--- src/rtl/logic_gate_tester.sv ---
// Stimulus/response engine for a two-input gate block: walks {b,a} through 00,01,10,11,
// samples the six gate outputs after a settle delay and accumulates mismatch results.
module logic_gate_tester #(
  parameter int unsigned SETTLE_CYCLES = 2,
  parameter int unsigned ERR_W         = 5
) (
  input  logic             clk,
  input  logic             rst_n,
  input  logic             start,
  output logic             a_out,
  output logic             b_out,
  input  logic [5:0]       gate_in,
  output logic             busy,
  output logic             done,
  output logic             pass,
  output logic [ERR_W-1:0] err_count,
  output logic [1:0]       first_fail_vec,
  output logic [5:0]       first_fail_mask
);

  typedef enum logic [1:0] {StIdle, StSettle, StCheck, StReport} state_e;

  localparam logic [3:0] SettleLast = 4'(SETTLE_CYCLES - 1);

  state_e           state_q;
  logic [3:0]       settle_cnt_q;
  logic [1:0]       vec_idx_q;
  logic             fail_seen_q;

  logic [5:0]       expected;
  logic [5:0]       mismatch;
  logic [2:0]       mis_cnt;
  logic [ERR_W:0]   err_sum;
  logic [ERR_W-1:0] err_next;
  logic [1:0]       vec_idx_nxt;

  always_comb begin
    expected = {~a_out, a_out ^ b_out, ~(a_out | b_out), ~(a_out & b_out),
                a_out | b_out, a_out & b_out};
    mismatch = expected ^ gate_in;
    mis_cnt  = '0;
    for (int i = 0; i < 6; i++) begin
      mis_cnt = mis_cnt + {2'b00, mismatch[i]};
    end
    // One extra bit catches the carry so the total can saturate instead of wrapping.
    err_sum     = {1'b0, err_count} + {{(ERR_W - 2){1'b0}}, mis_cnt};
    err_next    = err_sum[ERR_W] ? '1 : err_sum[ERR_W-1:0];
    vec_idx_nxt = vec_idx_q + 2'd1;
  end

  always_ff @(posedge clk or negedge rst_n) begin
    if (!rst_n) begin
      state_q         <= StIdle;
      settle_cnt_q    <= '0;
      vec_idx_q       <= '0;
      fail_seen_q     <= 1'b0;
      a_out           <= 1'b0;
      b_out           <= 1'b0;
      busy            <= 1'b0;
      done            <= 1'b0;
      pass            <= 1'b0;
      err_count       <= '0;
      first_fail_vec  <= '0;
      first_fail_mask <= '0;
    end else begin
      unique case (state_q)
        StIdle: begin
          done <= 1'b0;
          if (start) begin
            err_count       <= '0;
            pass            <= 1'b0;
            first_fail_vec  <= '0;
            first_fail_mask <= '0;
            fail_seen_q     <= 1'b0;
            vec_idx_q       <= '0;
            a_out           <= 1'b0;
            b_out           <= 1'b0;
            busy            <= 1'b1;
            settle_cnt_q    <= '0;
            state_q         <= StSettle;
          end
        end
        StSettle: begin
          settle_cnt_q <= settle_cnt_q + 4'd1;
          if (settle_cnt_q == SettleLast) begin
            state_q <= StCheck;
          end
        end
        StCheck: begin
          err_count <= err_next;
          if ((mismatch != 6'd0) && !fail_seen_q) begin
            first_fail_vec  <= {b_out, a_out};
            first_fail_mask <= mismatch;
            fail_seen_q     <= 1'b1;
          end
          if (vec_idx_q == 2'd3) begin
            done    <= 1'b1;
            busy    <= 1'b0;
            pass    <= (err_next == '0);
            state_q <= StReport;
          end else begin
            vec_idx_q    <= vec_idx_nxt;
            a_out        <= vec_idx_nxt[0];
            b_out        <= vec_idx_nxt[1];
            settle_cnt_q <= '0;
            state_q      <= StSettle;
          end
        end
        StReport: begin
          done    <= 1'b0;
          a_out   <= 1'b0;
          b_out   <= 1'b0;
          state_q <= StIdle;
        end
        default: state_q <= StIdle;
      endcase
    end
  end

endmodule
--- config.mk ---
export PLATFORM = sky130hd
export DESIGN_NAME = logic_gate_tester
export DESIGN_NICKNAME = d
export VERILOG_FILES = /design/src/rtl/logic_gate_tester.sv
export SDC_FILE = /design/constraint.sdc
export NUM_CORES = 1
export LEC_CHECK = 0
export CORE_ASPECT_RATIO = 0.6
export CORE_MARGIN = 3
export CORE_UTILIZATION = 35
export CTS_CLUSTER_SIZE = 24
export DETAILED_ROUTE_END_ITERATION = 10
export PLACE_DENSITY = 0.56
export SETUP_SLACK_MARGIN = 0.1
export SLEW_MARGIN = 0
export SYNTH_ARGS = -nofsm -noshare
export SYNTH_HDL_FRONTEND = slang
export SYNTH_SLANG_ARGS = --single-unit
--- constraint.sdc ---
create_clock -name clk -period 3.77 [get_ports clk]
set_clock_uncertainty 0.05 [all_clocks]
set_input_delay 0.754 -clock clk [delete_from_list [all_inputs] [get_ports clk]]
set_output_delay 0.754 -clock clk [all_outputs]
set_load 0.01 [all_outputs]
# After elaboration in Yosys (flattened, before gate mapping)
# Cells that the tools add are included.
[classes]
addsub = 8
n_mul = 0
n_div = 0
order_cmp = 0
n_eq_ne = 10
n_shift = 0
muxes = 32
n_bitwise = 7
n_reduce_logical = 18
[ops]
columns = ["cell", "n"]
rows = [
  ["$reduce_and A3 Y1", 5],
  ["$mux W2", 6],
  ["$mux W6", 2],
  ["$pmux W4 S3", 1],
  ["$pmux W6 S2", 1],
  ["$mux W5", 2],
  ["$ne A2 B2 Y1 const B", 5],
  ["$pmux W5 S2", 1],
  ["$add A3 B1 Y3", 3],
  ["$mux W1", 8],
  ["$mux W4", 2],
  ["$pmux W1 S2", 4],
  ["$pmux W2 S2", 2],
  ["$pmux W2 S4", 1],
  ["$add A5 B3 Y6", 1],
  ["$eq A2 B2 Y1 const B", 3],
  ["$pmux W1 S3", 2],
  ["$reduce_and A2 Y1", 3],
  ["$reduce_bool A3 Y1", 2],
  ["$reduce_bool A6 Y1", 1],
  ["$xor A6 B6 Y6", 1],
  ["$logic_not A5 Y1", 1],
  ["$add A4 B1 Y4 const B", 1],
  ["$eq A4 B1 Y1 const B", 1],
  ["other kinds (13)", 16],
]
[word_totals]
ff_bits = 27
latch_bits = 0
ramBits = 0
mem_bits_ro = 0
inputBits = 9
output_inout_bits = 18
mem_count = 0

# Logic depth before layout (Yosys ltp)
[depth]
ltp_word = 13
ltp_mapped = 12
depth_no_buf = 12

# Least setup slack after synthesis
# No wires, ideal clock.
[synth_timing]
path_kind = "register to register"
startpoint = "register a_out"
endpoint = "register err_count[4]"
arrival_ns = 3.389
required_time_ns = 3.601
slack_ns = 0.212
path_stages_with_launch = 13
path_buffers = 0
path_cell_list = "dfrtp_1 -> ha_1 -> xnor2_1 -> fa_1 -> fa_1 -> inv_1 -> fa_1 -> inv_1 -> fa_1 -> nor2b_1 -> o211ai_1 -> a221oi_1 -> o21ba_2"
[synth_between]
elab_chain_cells = 10
word_cells_on_any_way = 15
cone_classes = "add/sub: 6; mux: 2; bitwise: 7"
[synth_rtl]
columns = ["item", "line_no", "source"]
rows = [
  ["start: declaration", "10", "output logic a_out,"],
  ["start signal: assignment", "103", "a_out <= vec_idx_nxt[0];"],
  ["$and A1 B1 Y1 or $or A1 B1 Y1 (tied branches)", "38, 39", ""],
  ["$xor A6 B6 Y6 (*)", "40", "mismatch = expected ^ gate_in;"],
  ["$add A1 B1 Y2 or $xor A6 B6 Y6 (tied branches)", "43, 40", ""],
  ["$add A2 B1 Y3", "43", "mis_cnt = mis_cnt + {2'b00, mismatch[i]};"],
  ["$add A3 B1 Y3 (2 in a row)", "43", ""],
  ["$add A3 B1 Y3 (*)", "43", ""],
  ["$add A5 B3 Y6 (*)", "46", "err_sum = {1'b0, err_count} + {{(ERR_W - 2){1'b0}}, mis_cnt};"],
  ["$mux W5 (*)", "47", "err_next = err_sum[ERR_W] ? '1 : err_sum[ERR_W-1:0];"],
  ["$pmux W5 S2 (*)", "66", "unique case (state_q)"],
  ["end signal: assignment", "90", "err_count <= err_next;"],
  ["end: declaration", "16", "output logic [ERR_W-1:0] err_count,"],
]
# Mark *: on every way between the ends. The rest lies on a longest branch, timed or not.
# A chain may end at the register's enable or synchronous reset.

# Worst setup path after layout
[layout_timing]
startpoint = "input port gate_in[2]"
endpoint = "register err_count[4]"
[layout_between]
elab_chain_cells = 8
[layout_rtl]
columns = ["item", "line_no", "source"]
rows = [
  ["start: declaration", "12", "input logic [5:0] gate_in,"],
  ["$xor A6 B6 Y6", "40", ""],
  ["$add A2 B1 Y3", "43", ""],
  ["$add A3 B1 Y3 (3 in a row)", "43", ""],
  ["$add A5 B3 Y6", "46", ""],
  ["$mux W5", "47", ""],
  ["$pmux W5 S2", "66", ""],
]
# Every way passes these cells.

==> flow_metrics.py <==
metrics = {
    "place": {
        "dp.cells": 267,
        "place.detailed.hpwl_um": 3270,
        "dp_worst_setup_slack_ns": -0.405,
        "post_dp_cell_area_um2": 2070,
        "port_buffers": 26,
        "routabilityCongestion": 0.870,
    },
    "timing": {
        "drv_slew": 0,
        "setup_tns_ns": 0,
        "relSlewSlack_pct": 70.2,
        "post-route-min-period_ns": 3.47,
        "setup_violations": 0,
        "rsz0062_at_grt": "no",
        "tightest_slew_ns": 0.443,
        "finalHoldViolCount": 0,
        "min_period_over_period_pct": 92.1,
        "fmax_mhz": 288,
        "finalWorstSetupSlack_ns": 0.296,
    },
    "floorplan": {
        "start_util_pct": 38.7,
        "fp.dieW_um": 96.0,
        "dieArea_um2": 5750,
        "rows": 18,
        "pin_count": 27,
        "die_y_um": 60.0,
        "coreArea_um2": 4390,
    },
    "logic_synthesis": {
        "ys_warn_count": 0,
        "syn_area_um2": 1700,
        "netlist.area_leader.share_pct": 39.8,
        "synth.most_common_cell": "nand2_1",
        "synth_seq_area_share_pct": 39.8,
        "synthTopCellsByArea": "dfrtp_1 40%, ha_1 9.6%, nand2_1 6.4%",
        "synth_top_area_cell": "dfrtp_1",
        "synthDistinctLibCells": 46,
        "synth_common_cells": "29 x nand2_1, 27 x dfrtp_1, 15 x inv_1",
        "post_synth_inst_count": 177,
        "synthArstFlopShare_pct": 100,
        "synthFlopType": "dfrtp_1",
        "ys_seq_elements": 27,
        "synth.avg_cell_area_um2": 9.60,
        "syn_nets": 203,
        "synth_edf_count": 0,
    },
    "drt": {
        "routed_via_density": 5.21,
        "drc": 0,
        "wl_um": 4270,
        "drtAntennaViolNets": 0,
        "num_vias": 1422,
        "dr.pass1.iters": 4,
        "drt_iter0_markers": 50,
        "wl_per_cell_um": 15.6,
    },
    "pwr": {
        "ir_drop_uv": 398,
        "p_leak_nw": 0.940,
        "powerDensity_nw_per_um2": 868,
    },
    "run": {
        "drv_cap": 0,
    },
    "critical_path": {
        "crit_type": "input pin to flop",
        "cp_max_fo": 3,
        "end_kind": "flop",
        "setup.worst_path.start_class": "input pin",
        "cp.required_ns": 3.89,
        "crit_arrival_ns": 3.60,
    },
    "clock_network": {
        "htree_levels": 1,
        "cts_made_buffers": 3,
        "clockBufferDepth": 2,
        "clock_latency_ns": 0.28,
        "path_clk_slew_ns": 0.10,
        "cts_tree": "yes",
        "cts_root_buffer": "clkbuf_8",
        "cts.sinks": 27,
    },
    "hold_path": {
        "min_path_type": "flop to flop",
    },
    "global_route": {
        "first_global_vias": 1469,
        "antenna_found_initial": 0,
        "grt_pass1_wl_um": 7350,
        "grt_remaining_overflow": 0,
        "grt_max_degree": 28,
        "track_usage_pct": 16.9,
    },
    "finish": {
        "final_area_um2": 2160,
        "stdcell_count": 273,
        "utilization_pct": 49.1,
        "drive_gt1_share_pct": 11.7,
        "areaGrowthSynthToFinish_pct": 27.0,
        "multi_input_comb_area_um2": 973,
        "regArea_um2": 676,
        "finalNetCount": 240,
        "filler_cell_count": 428,
        "diodes": 0,
    },
    "run_status": {
        "status": "finished clean",
    },
}
cell usage in the layout (no fill, tap or decap), types with 4 or more instances in the layout:
master | Yosys | final
nand2_1 | 29 | 29
dfrtp_1 | 27 | 27
clkdlybuf4s50_1 | 0 | 24
inv_1 | 15 | 15
o21ai_0 | 13 | 13
ha_1 | 13 | 12
nor2_1 | 9 | 9
buf_4 | 0 | 9
a21oi_1 | 8 | 8
o22ai_1 | 4 | 4
final timing paths:
| path | to | slack (ns) | depth (start not counted) | startpoint |
|---|---|---|---|---|
| worst min-delay path | settle_cnt_q[3] | 0.44 | 1 | settle_cnt_q[3] |
| worst min register to register | settle_cnt_q[3] | 0.44 | 1 | settle_cnt_q[3] |
| worst max-delay path | err_count[4] | 0.30 | 11 | gate_in[2] |
| worst max register to register | err_count[4] | 0.38 | 11 | a_out |
| max in group asynchronous | err_count[4] | 2.60 | 2 | rst_n |
| min in group asynchronous | first_fail_mask[5] | 0.80 | 2 | rst_n |
metrics by stage:
stage / power, mW / hold slack (ns)
global placement: 1.63 / 0.424
global route: 2.04 / 0.475
CTS: 1.85 / 0.443
detailed placement: 1.66 / 0.421
floorplan: 1.21 / 0.390
finish: 1.87 / 0.435
where the power goes:
part | internal (mW) | switching [mW]
Combinational | 0.559 | 0.657
Sequential | 0.393 | 0.0926
Clock | 0.0752 | 0.0979
state kept, by name, indices dropped and copies added (netlist names):
| register | count |
|---|---|
| err_count | 5 |
| pass | 1 |
| state_q | 2 |
| first_fail_mask | 6 |
| b_out | 1 |
| vec_idx_q | 2 |
| done | 1 |
| settle_cnt_q | 4 |
| a_out | 1 |
| first_fail_vec | 2 |
| busy | 1 |
| fail_seen_q | 1 |
metal layers:
metal	track usage [%]	up-vias	share of wire [%]
li1	-	693	-
met1	24.5	693	54
met2	26.5	34	42
met3	3.90	2	3.5
met4	2.43	0	0.40
met5	0	-	0
logic make-up (layout without fill, tap and decap cells):
| logic type | Yosys count | in the layout | synth area share [%] |
|---|---|---|---|
| xor+xnor | 6 | 6 | 4.64 |
| simple gates | 61 | 61 | 17.9 |
| mux | 2 | 2 | 1.18 |
| buf+inv | 19 | 55 | 4.27 |
| flops | 27 | 27 | 39.8 |
| compound gates | 45 | 45 | 18.0 |
| fa+ha+maj | 17 | 17 | 14.3 |
worst max-delay path: stages:
cell	delay, ns
dlygate4sd2_1	0.27
xor2_2	0.17
fa_1	0.51
fa_1	0.54
inv_1	0.05
fa_1	0.43
buf_4	0.15
a21oi_1	0.19
nand4b_1	0.11
a221oi_1	0.23
o21ba_2	0.19
layout make-up:
cell class	count	share of cell area (%)
Clock buffer	3	1.91
Timing Repair Buffer	35	15.1
Sequential cell	27	31.3
Inverter	16	2.78
Clock inverter	1	0.348
Tap cell	60	3.48
Multi-Input combinational cell	131	45.1
what timing repair did:
| action | in CTS | in global routing |
|---|---|---|
| hold buffers | 0 | 0 |
| pin swaps | 2 | 3 |
| setup buffers | 2 | 0 |
| setup endpoints to repair | 4 | 1 |
| resized for setup | 5 | 2 |
| cloned | 0 | 0 |
Power figures use the tool's default switching activity.
